## src/rtl/bcnn_conv_mc.sv

```systemverilog
// bcnn_conv_mc: streaming KxK binary convolution, F parallel filters, popcount + threshold
module bcnn_conv_mc #(
  parameter int IMG_WIDTH   = 28,
  parameter int IMG_HEIGHT  = 28,
  parameter int KERNEL_SIZE = 3,
  parameter int NUM_FILTERS = 4,
  parameter int SUM_WIDTH   = $clog2(KERNEL_SIZE*KERNEL_SIZE+1)
) (
  input  logic                             clk,
  input  logic                             reset_n,
  input  logic                             pixel_in,
  input  logic                             valid_in,
  output logic                             ready_in,
  input  logic                             xnor_mode,
  input  logic [NUM_FILTERS*KERNEL_SIZE*KERNEL_SIZE-1:0] weight_bits,
  input  logic [NUM_FILTERS*SUM_WIDTH-1:0] threshold,
  output logic [NUM_FILTERS*SUM_WIDTH-1:0] popcount,
  output logic [NUM_FILTERS-1:0]           act_bits,
  output logic                             valid_out,
  input  logic                             out_ready,
  output logic                             frame_done
);
  localparam int K  = KERNEL_SIZE;
  localparam int KK = K*K;
  localparam int SW = SUM_WIDTH;
  localparam int CW = $clog2(IMG_WIDTH);
  localparam int RW = $clog2(IMG_HEIGHT);
  localparam logic [CW-1:0] C_LAST = CW'(IMG_WIDTH-1);
  localparam logic [CW-1:0] C_K1   = CW'(K-1);
  localparam logic [RW-1:0] R_LAST = RW'(IMG_HEIGHT-1);
  localparam logic [RW-1:0] R_K1   = RW'(K-1);

  logic                    r_run;
  logic [CW-1:0]           r_col;
  logic [RW-1:0]           r_row;
  logic [IMG_WIDTH-1:0]    r_lb [K-1];
  logic [KK-1:0]           r_win;
  logic                    r_v0, r_l0, r_v1, r_l1, r_vo, r_lo, r_fd;
  logic [NUM_FILTERS*SW-1:0] r_pc1, r_pc2, w_pc;
  logic [NUM_FILTERS-1:0]  r_act, w_act;
  logic [KK-1:0]           w_match;
  logic [K-1:0]            w_col;
  logic                    w_en, w_acc;

  assign ready_in   = !r_vo || out_ready;
  assign w_en       = ready_in;
  assign w_acc      = w_en && valid_in && r_run;
  assign popcount   = r_pc2;
  assign act_bits   = r_act;
  assign valid_out  = r_vo;
  assign frame_done = r_fd;

  // release of reset is taken through a flop so acceptance starts on the second edge
  always_ff @(posedge clk or negedge reset_n)
    if (!reset_n) r_run <= 1'b0;
    else          r_run <= 1'b1;

  // current column: line buffers (oldest row first) with the incoming pixel at the bottom
  always_comb begin
    w_col = {pixel_in, {(K-1){1'b0}}};
    for (int r = 0; r < K-1; r++) w_col[r] = r_lb[r][r_col];
  end

  // per-filter match vector and popcount of the current window
  always_comb begin
    w_pc    = '0;
    w_match = '0;
    for (int f = 0; f < NUM_FILTERS; f++) begin
      w_match = xnor_mode ? ~(r_win ^ weight_bits[f*KK +: KK]) : (r_win & weight_bits[f*KK +: KK]);
      for (int b = 0; b < KK; b++) w_pc[f*SW +: SW] = w_pc[f*SW +: SW] + SW'(w_match[b]);
    end
  end

  // threshold compare on the registered popcounts
  always_comb begin
    w_act = '0;
    for (int f = 0; f < NUM_FILTERS; f++) w_act[f] = r_pc1[f*SW +: SW] >= threshold[f*SW +: SW];
  end

  // counters, line buffers, window and the two-stage result pipeline
  always_ff @(posedge clk or negedge reset_n)
    if (!reset_n) begin
      r_col <= '0;
      r_row <= '0;
      r_win <= '0;
      for (int r = 0; r < K-1; r++) r_lb[r] <= '0;
      {r_v0, r_l0, r_v1, r_l1, r_vo, r_lo} <= '0;
      r_pc1 <= '0;
      r_pc2 <= '0;
      r_act <= '0;
    end else if (w_en) begin
      r_v0  <= w_acc && r_row >= R_K1 && r_col >= C_K1;
      r_l0  <= w_acc && r_row == R_LAST && r_col == C_LAST;
      r_v1  <= r_v0;
      r_l1  <= r_l0;
      r_pc1 <= w_pc;
      r_vo  <= r_v1;
      r_lo  <= r_l1;
      if (r_v1) begin
        r_pc2 <= r_pc1;
        r_act <= w_act;
      end
      if (w_acc) begin
        r_col <= r_col == C_LAST ? '0 : r_col + 1'b1;
        if (r_col == C_LAST) r_row <= r_row == R_LAST ? '0 : r_row + 1'b1;
        for (int r = 0; r < K-1; r++) r_lb[r][r_col] <= w_col[r+1];
        for (int r = 0; r < K; r++) r_win[r*K +: K] <= {w_col[r], r_win[r*K+1 +: K-1]};
      end
    end

  // pulse once the last patch of a frame has been taken downstream
  always_ff @(posedge clk or negedge reset_n)
    if (!reset_n) r_fd <= 1'b0;
    else          r_fd <= r_vo && out_ready && r_lo;
endmodule

```

## config.mk

```make
export PLATFORM = sky130hd
export DESIGN_NAME = bcnn_conv_mc
export DESIGN_NICKNAME = d
export VERILOG_FILES = /design/src/rtl/bcnn_conv_mc.sv
export SDC_FILE = /design/constraint.sdc
export NUM_CORES = 1
export LEC_CHECK = 0
export BUFFER_PORTS_ARGS = -buffer_cell sky130_fd_sc_hd__buf_2
export CAP_MARGIN = 30
export CORE_MARGIN = 2
export CORE_UTILIZATION = 59
export CTS_CLUSTER_SIZE = 25
export DETAILED_ROUTE_END_ITERATION = 12
export GPL_ROUTABILITY_DRIVEN = 0
export GPL_TIMING_DRIVEN = 0
export PLACE_DENSITY = 0.84
export SLEW_MARGIN = 40
export SYNTH_ARGS = -nofsm -noshare
export SYNTH_HDL_FRONTEND = slang
export SYNTH_SLANG_ARGS = --single-unit
```

## constraint.sdc

```tcl
create_clock -name clk -period 3.95 [get_ports clk]
set_input_delay 0.1975 -clock clk [delete_from_list [all_inputs] [get_ports clk]]
set_output_delay 0.1975 -clock clk [all_outputs]
set_load 0.005 [all_outputs]
```

Yosys cells after proc, flatten, opt, wreduce, memory -nomap -nowiden --
Index checks and enable logic that the tools add are counted.
Storage, ports and cells: flip-flop bits (word level) 119, output and inout bits 23, word-level logic and storage cells 100
Operators by class: add/sub/neg operators 34, order comparisons 8, equality and inequality tests 2, mux-type cells 14, bitwise operators 12, reductions and logical operators 14
Operators with widths (count):
- 4-bit by 1-bit adder with 4-bit output | 20
- 28-bit bitwise mux | 2
- 9-bit AND | 4
- 9-bit two-way mux | 4
- 9-bit NOT | 4
- 9-bit XOR | 4
- 3-bit by 1-bit adder with 4-bit output | 4
- 4-bit greater-or-equal comparator | 4
- 2-bit by 1-bit adder with 3-bit output | 4
- 5-bit by 1-bit adder with 5-bit output (second input constant) | 2
- 1-bit binary-select mux with 5-bit select | 2
- 5-bit == test (second input constant) | 2
- 5-bit by 2-bit greater-or-equal comparator with 1-bit output (second input constant) | 2
- 5-bit two-way mux | 2
- 1-bit logical AND | 9
- 1-bit by 1-bit adder with 2-bit output | 4
- 5-bit by 6-bit < comparator with 1-bit output (second input constant) | 1
- 1-bit demux with 5-bit select | 1
- 5-bit by 1-bit greater-or-equal comparator with 1-bit output (second input constant) | 1
- 2-bit AND reduction | 2
- 1-bit two-way mux | 3
- 3-bit AND reduction | 1
- 1-bit zero test | 1
- 1-bit logical OR | 1

Depth between registers and ports, before layout --
Gate-level depths: netlist of run 1.
word-level depth 11, depth in mapped cells 14, depth with buffers taken out 13

Worst setup path before layout of run 1 --
OpenSTA, ideal clock, no wires.
kind input port to flip-flop, start input port xnor_mode, end register r_pc1[13], library setup time 78 ps, arrival time 3807 ps, data required time 3872 ps, slack 65 ps, cell stages on the path 12, path buffers 2, cell sequence clkbuf_1 clkbuf_1 mux2i_1 fa_1 inv_1 fa_1 inv_1 fa_1 fa_1 inv_1 fa_1 a21oi_1
On the way: word-level cells in the longest chain between the ends 9
Ends and longest elaborated chain:
- from (decl) | line 14 | input logic xnor_mode,
- 9-bit two-way mux (*) | line 69 | w_match = xnor_mode ? ~(r_win ^ weight_bits[f*KK +: KK]) : (r_win & weight_bits[f*KK +: KK]);
- 1-bit by 1-bit adder with 2-bit output | line 70 | for (int b = 0; b < KK; b++) w_pc[f*SW +: SW] = w_pc[f*SW +: SW] + SW'(w_match[b]);
- 2-bit by 1-bit adder with 3-bit output | line 70
- 3-bit by 1-bit adder with 4-bit output | line 70
- 4-bit by 1-bit adder with 4-bit output (4 in a row) | line 70
- 4-bit by 1-bit adder with 4-bit output (*) | line 70
- to (signal assigned) | line 96 | r_pc1 <= w_pc;
- to (decl) | line 39 | logic [NUM_FILTERS*SW-1:0] r_pc1, r_pc2, w_pc;
Every way passes the cells marked *; elsewhere a longest branch is shown, timed or not. A chain may end at the register's enable or synchronous reset.

Worst setup path after layout of run 1 --
start register r_win[0], end register r_pc1[9]
On the way: word-level cells in the longest chain between the ends 11, elaborated cells on any way between the ends 12, classes of those cells add/sub (8); mux (1); bitwise (3)
Ends and longest elaborated chain:
- from (decl) | line 37 | logic [KK-1:0] r_win;
- from (signal assigned) | line 85 | r_win <= '0;
- 9-bit XOR | line 69
- 9-bit NOT | line 69
- 9-bit two-way mux (*) | line 69
- 1-bit by 1-bit adder with 2-bit output (*) | line 70
- 2-bit by 1-bit adder with 3-bit output (*) | line 70
- 3-bit by 1-bit adder with 4-bit output (*) | line 70
- 4-bit by 1-bit adder with 4-bit output (*) (5 in a row) | line 70
Marks and branches as above.

==> results.toml, run 1 <==
[run_status]
outcome = "finished, final reports clean"

[floorplanning]
rows = 40
die_h_um = 113.8
core_area_mm2 = 0.01186
io_pins = 81
initial_utilization_pct = 59.94
die-area_mm2 = 0.01294
die_w_um = 113.8

[sta]
drv_slew = 0
clock_skew_ns = 0.01831
fmax_ghz = 0.2612
period_needed_ns = 3.828
setup_violations = 0
rsz0062_at_grt = "true"
worstMarginPinSlew_ns = 0.7659
min_period_over_period_pct = 96.92
finalHoldViolations = 0
maxSlewHeadroom_pct = 48.83

[routing]
drc_errors = 0
ant_nets = 0
via_count = 5312
routed_via_density = 5.844
firstDrtPassIters = 5
drt_first_iter_violations = 365
wl_per_cell_um = 17.87
wl_um = 16240

[logic_synthesis]
synthTopCellsByArea = "dfrtp_1 42%, mux2_2 12%, ha_1 12%"
yosysSeqAreaShare_pct = 41.89
async_reset_ff_share_pct = 100.0
ys_ff_latch = 119
yosys_warnings = 0
synthFlopType = "dfrtp_1"
synthCells = 651
netlist-cell-type-count = 44
synth_top_cell_area_share_pct = 41.89
syn_nets = 795
yosysTopAreaCell = "dfrtp_1"
synth_edf_count = 0
avgSynthCellArea_um2 = 10.92
synthesis.area_mm2 = 0.007109

[placement]
dp_hpwl_um = 11720
port_buffers = 78

[worst_setup_path]
critPathLaunchType = "register"
reg2reg_depth = 11
endpoint_kind = "register"
crit_fanout = 5
cp.required_ns = 4.29
arrival_ns = 4.16
path_class = "register to register"

[cts]
h-tree-depth = 4
post_cts_buffers = 0
clock_latency_ns = 0.42
root_buffer = "clkbuf_16"
cts_tree = "yes"
cts_buffer_depth = 2
numClockSinks = 119
clkTransAtPathRegs_ns = 0.06
cts_made_buffers = 17

[global_route]
grt_start_max_net_pins = 63
grt_antenna_before_repair = 0
first_global_vias = 5597
grt_pass1_wl_um = 27170
grt-ovfl-total = 0
track_usage_pct = 27.15

[power]
power_density_mw_per_mm2 = 660.6
cellLeakagePower_nw = 4.410
p_total_mw = 5.519
vdd_drop_max_v = 0.0003693

[final_layout]
nets = 894
area_growth_pct = 17.51
final_layout_size_suffix_gt1_share_pct = 28.48
n_antenna_cell = 0
finish.utilization_pct = 70.43

[min_path]
hold_path.class = "input port to register"
hold_depth = 2

[run]
drv_cap = 0
## where the power goes
group          switching [mW]  internal, mW
clock                   0.552          1.02
combinational            1.19          1.01
sequential              0.222          1.53
## metal layers
metal	routed length [um]	GRT usage [%]	vias up
li1	-	-	2436
met1	6679	33.11	2658
met2	8218	46.55	170
met3	827	5.898	48
met4	520	12.28	0
met5	0	0	-
## logic make-up after synthesis
| logic type | synth area share (%) |
|---|---|
| fa+ha+maj | 17.25 |
| compound gates | 6.758 |
| flops | 41.89 |
| other cells | 0.05275 |
| buf+inv | 5.473 |
| simple gates | 9.856 |
| mux | 18.11 |
| xor+xnor | 0.6160 |
## registers in the layout, summed over array words and instances (netlist names), 4 cells and up
signal	cells
r_win	9
r_lb	56
popcount	16
r_row	5
r_col	5
act_bits	4
r_pc1	16
## per-stage QoR
stage / cell area (um2) / setup TNS [ns] / std cells / hold WS, ns / worst slack (ns)
floorplan: 7109 / 0 / 651 / -0.09809 / 0.06513
global placement: 7684 / -1.476 / 876 / 0.4479 / -0.2367
detailed placement: 7721 / -2.183 / 877 / 0.1491 / -0.3279
CTS: 8334 / 0 / 909 / 0.05114 / 0.09007
global route: 8354 / -0.01152 / 909 / 0.07532 / -0.01152
finish: 8354 / 0 / 909 / 0.06591 / 0.1216
## final timing paths
| kind | from | to | slack (ns) |
|---|---|---|---|
| max | r_win[0] | r_pc1[9] | 0.12 |
| min | out_ready | frame_done | 0.07 |
| max reg2reg | r_win[0] | r_pc1[9] | 0.12 |
| min reg2reg | r_l1 | r_l1 | 0.47 |
| max in group asynchronous | reset_n | r_win[1] | 3.01 |
| min in group asynchronous | reset_n | act_bits[2] | 0.29 |
## worst max-delay path, cell delays in order (launching register included)
cell and delay, ns:
dfrtp_1 0.44, ha_1 0.31, nand2_1 0.07, o21ai_0 0.12
fa_1 0.55, fa_1 0.55, inv_1 0.06, fa_1 0.51
fa_1 0.48, inv_1 0.10, fa_1 0.41, a21oi_1 0.14
## cell type report
class,instances,area [um2]
fill,803,3507
multi-input combinational,437,3759
inverter,62,232.7
buffer,33,158.9
tap,147,183.9
clock buffer,19,452.9
sequential,119,2979
timing repair buffer,80,437.9
clock inverter,12,150.1
## synthesized netlist by cell type (2+ instances only)
cell type and number:
o221ai_1 2, a21o_1 8, inv_1 61, mux4_2 7
a221oi_1 2, or3_1 3, and3_1 2, dfrtp_1 119
fa_1 20, o21ai_0 28, and3b_1 2, nor2_1 23
mux2i_1 24, xor2_1 4, nand2_1 82, nor3b_2 2
ha_1 66, mux2_2 78, a22oi_1 3, a22o_1 4
clkbuf_1 21, nor2b_1 3, nand2b_1 5, nand3_1 25
o31ai_1 2, buf_2 8, a21oi_1 28, buf_6 3
## what timing repair did
action | 4_1_cts | 5_1_grt
resized for setup | 0 | 9
endpoints found under the hold margin | 57 | 0
hold buffers | 1 | 0
endpoints found under the setup margin | 0 | 6
## cell usage in the layout, fill, tap and decap left out, types with 2 or more instances in the layout
| master | netlist | layout |
|---|---|---|
| dfrtp_1 | 119 | 118 |
| buf_2 | 8 | 85 |
| nand2_1 | 82 | 82 |
| mux2_2 | 78 | 78 |
| ha_1 | 66 | 65 |
| inv_1 | 61 | 60 |
| a21oi_1 | 28 | 28 |
| o21ai_0 | 28 | 27 |
| nand3_1 | 25 | 25 |
| nor2_1 | 23 | 23 |
| mux2i_1 | 24 | 23 |
| fa_1 | 20 | 20 |
| clkbuf_1 | 21 | 19 |
| clkbuf_16 | 0 | 17 |
| a21o_1 | 8 | 8 |
| mux4_2 | 7 | 7 |
| nand2b_1 | 5 | 5 |
| a22o_1 | 4 | 4 |
| xor2_1 | 4 | 4 |
| clkinv_2 | 0 | 4 |
| buf_6 | 3 | 3 |
| nor2b_1 | 3 | 3 |
| or3_1 | 3 | 3 |
| a22oi_1 | 3 | 3 |
| clkinvlp_4 | 0 | 3 |
| bufinv_16 | 0 | 3 |
| clkbuf_2 | 0 | 2 |
| inv_2 | 1 | 2 |
| and3_1 | 2 | 2 |
| o221ai_1 | 2 | 2 |
| and3b_1 | 2 | 2 |
| nor3b_2 | 2 | 2 |
| a221oi_1 | 2 | 2 |
| o31ai_1 | 2 | 2 |
| clkbuf_8 | 0 | 2 |
(Power assumes the default switching activity.)
==> run 2, diff against run 1 <==
--- a/config.mk
+++ b/config.mk
@@ -8,12 +8,12 @@
 export BUFFER_PORTS_ARGS = -buffer_cell sky130_fd_sc_hd__buf_2
 export CAP_MARGIN = 30
 export CORE_MARGIN = 2
-export CORE_UTILIZATION = 59
+export CORE_UTILIZATION = 40
 export CTS_CLUSTER_SIZE = 25
 export DETAILED_ROUTE_END_ITERATION = 12
 export GPL_ROUTABILITY_DRIVEN = 0
 export GPL_TIMING_DRIVEN = 0
-export PLACE_DENSITY = 0.84
+export PLACE_DENSITY = 0.62
 export SLEW_MARGIN = 40
 export SYNTH_ARGS = -nofsm -noshare
 export SYNTH_HDL_FRONTEND = slang
==> results.toml, run 2 (synthesized netlist as in run 1, its figures left out) <==
[run_status]
outcome = "finished, final reports clean"

[floorplanning]
rows = 48
die-area_mm2 = 0.01886
die_w_um = 137.3
die_h_um = 137.3
core_area_mm2 = 0.01736
io_pins = 81
initial_utilization_pct = 40.96

[sta]
fmax_ghz = 0.2675
period_needed_ns = 3.738
setup_violations = 0
clock_skew_ns = 0.01165
rsz0062_at_grt = "false"
maxSlewHeadroom_pct = 48.36
finalHoldViolations = 0
worstMarginPinSlew_ns = 0.7729
min_period_over_period_pct = 94.63
drv_slew = 0

[min_path]
hold_path.class = "input port to register"
hold_depth = 2

[placement]
place_inst = 955
dp_hpwl_um = 12270
port_buffers = 78

[cts]
cts_made_buffers = 17
cts_tree = "yes"
clkTransAtPathRegs_ns = 0.06
cts_buffer_depth = 2
h-tree-depth = 4
numClockSinks = 119
clock_latency_ns = 0.42
root_buffer = "clkbuf_16"

[routing]
drc_errors = 0
routed_via_density = 5.164
wl_um = 16480
ant_nets = 0
drt_first_iter_violations = 272
via_count = 5102
firstDrtPassIters = 7
wl_per_cell_um = 16.68

[worst_setup_path]
crit_chain = "ha_1 > inv_1 > mux2i_1 > fa_1 > fa_1 > inv_1 > fa_1 > fa_1 > inv_1 > fa_1 > a21oi_1"
path_class = "register to register"
crit_fanout = 6
endpoint_kind = "register"
cp.required_ns = 4.29
critPathLaunchType = "register"
arrival_ns = 4.08
cpMostUsedCell = "fa_1"
critical_path.max_stage_delay_ns = 0.55
crit_slowest_cell = "fa_1"
reg2reg_depth = 11

[run]
drv_cap = 0

[power]
p_clk_share_pct = 28.1
p_sw_share_pct = 35.09
cellLeakagePower_nw = 4.410
vdd_drop_max_v = 0.0003930
power_density_mw_per_mm2 = 644.2
p_comb_share_pct = 39.8
internal-power_mw = 3.534
p_total_mw = 5.445
seqPwrFrac_pct = 32.1
p_sw_mw = 1.911

[final_layout]
nets = 895
final_common_cell = "dfrtp_1"
finish.utilization_pct = 48.70
final_cell_mix = "116 x dfrtp_1, 85 x buf_2, 82 x nand2_1"
area_growth_pct = 18.88
final_layout_size_suffix_gt1_share_pct = 28.61
fin_cells = 988
fill_cells = 1568
largest_reg_flops = 56
regMostFlops = "r_lb"

[global_route]
track_usage_pct = 18.82
grt-ovfl-total = 0
grt_pass1_wl_um = 27080
first_global_vias = 5443
grt_antenna_before_repair = 1
grt_start_max_net_pins = 76
==> run 2: changes by cell type in the layout (fill, tap and decap cells not counted), sizes merged <==
cell / previous run / this run
clkbuf: 40 / 44
clkinv: 5 / 3
buf: 91 / 92
bufinv: 3 / 2
clkinvlp: 3 / 2
diode: 0 / 1
inv: 63 / 62
==> run 2: final cells by class <==
| class | instances | area (um2) | area share (%) |
|---|---|---|---|
| Buffer | 33 | 158.9 | 1.880 |
| Antenna cell | 1 | 2.502 | 0.02961 |
| Inverter | 62 | 232.7 | 2.754 |
| Timing Repair Buffer | 81 | 445.4 | 5.270 |
| Tap cell | 225 | 281.5 | 3.331 |
| Clock buffer | 23 | 498.0 | 5.892 |
| Clock inverter | 7 | 93.84 | 1.110 |
| Multi-Input combinational cell | 437 | 3757 | 44.46 |
| Sequential cell | 119 | 2982 | 35.28 |
==> run 2: worst paths after layout <==
path	to	startpoint	slack, ns
worst max-delay path	r_pc1[9]	r_win[1]	0.21
worst min-delay path	frame_done	out_ready	0.04
worst max register to register	r_pc1[9]	r_win[1]	0.21
worst min register to register	popcount[12]	popcount[12]	0.48
max in group asynchronous	r_win[0]	reset_n	2.96
min in group asynchronous	act_bits[2]	reset_n	0.25
==> run 2: repair_timing <==
item / 4_1_cts / 5_1_grt
gates resized for setup: 0 / 12
hold buffers: 1 / 0
setup buffers: 0 / 1
hold endpoints to repair: 44 / 0
setup endpoints to repair: 0 / 7
==> run 2: per-stage QoR <==
step | instance area (um2) | setup slack [ns] | setup TNS, ns | hold slack, ns
after detailed placement | 7819 | -0.3755 | -2.441 | 0.1132
after floorplan | 7109 | 0.06513 | 0 | -0.09809
after CTS | 8421 | 0.04306 | 0 | 0.02470
final | 8452 | 0.2120 | 0 | 0.04499
after global placement | 7781 | -0.3384 | -2.354 | 0.4497
after global routing | 8449 | 0.03775 | 0 | 0.05674
==> run 2: worst max-delay path: cells and delay by family, from the launching register on <==
family	cells	cell delay, ns
mux	1	0.19
buf+inv	3	0.18
compound gates	1	0.13
flops	1	0.47
fa+ha+maj	6	2.69
==> run 2: per-layer routing <==
layer | global-route usage, % | vias up | routed length, um
met5 | 0 | - | 0
met4 | 8.133 | 0 | 422
met2 | 32.42 | 121 | 8221
li1 | - | 2429 | -
met3 | 3.900 | 33 | 652
met1 | 22.78 | 2519 | 7178
==> run 2: power by group through the flow <==
| stage | Combinational [mW] | Clock [mW] | Sequential (mW) |
|---|---|---|---|
| 2_1_floorplan | 1.60 | 0 | 1.68 |
| 3_3_place_gp | 2.07 | 0 | 1.74 |
| 3_5_place_dp | 2.15 | 0 | 1.77 |
| 4_1_cts | 2.17 | 1.56 | 1.75 |
| 5_1_grt | 2.51 | 1.62 | 1.79 |
| 6_report | 2.17 | 1.53 | 1.75 |
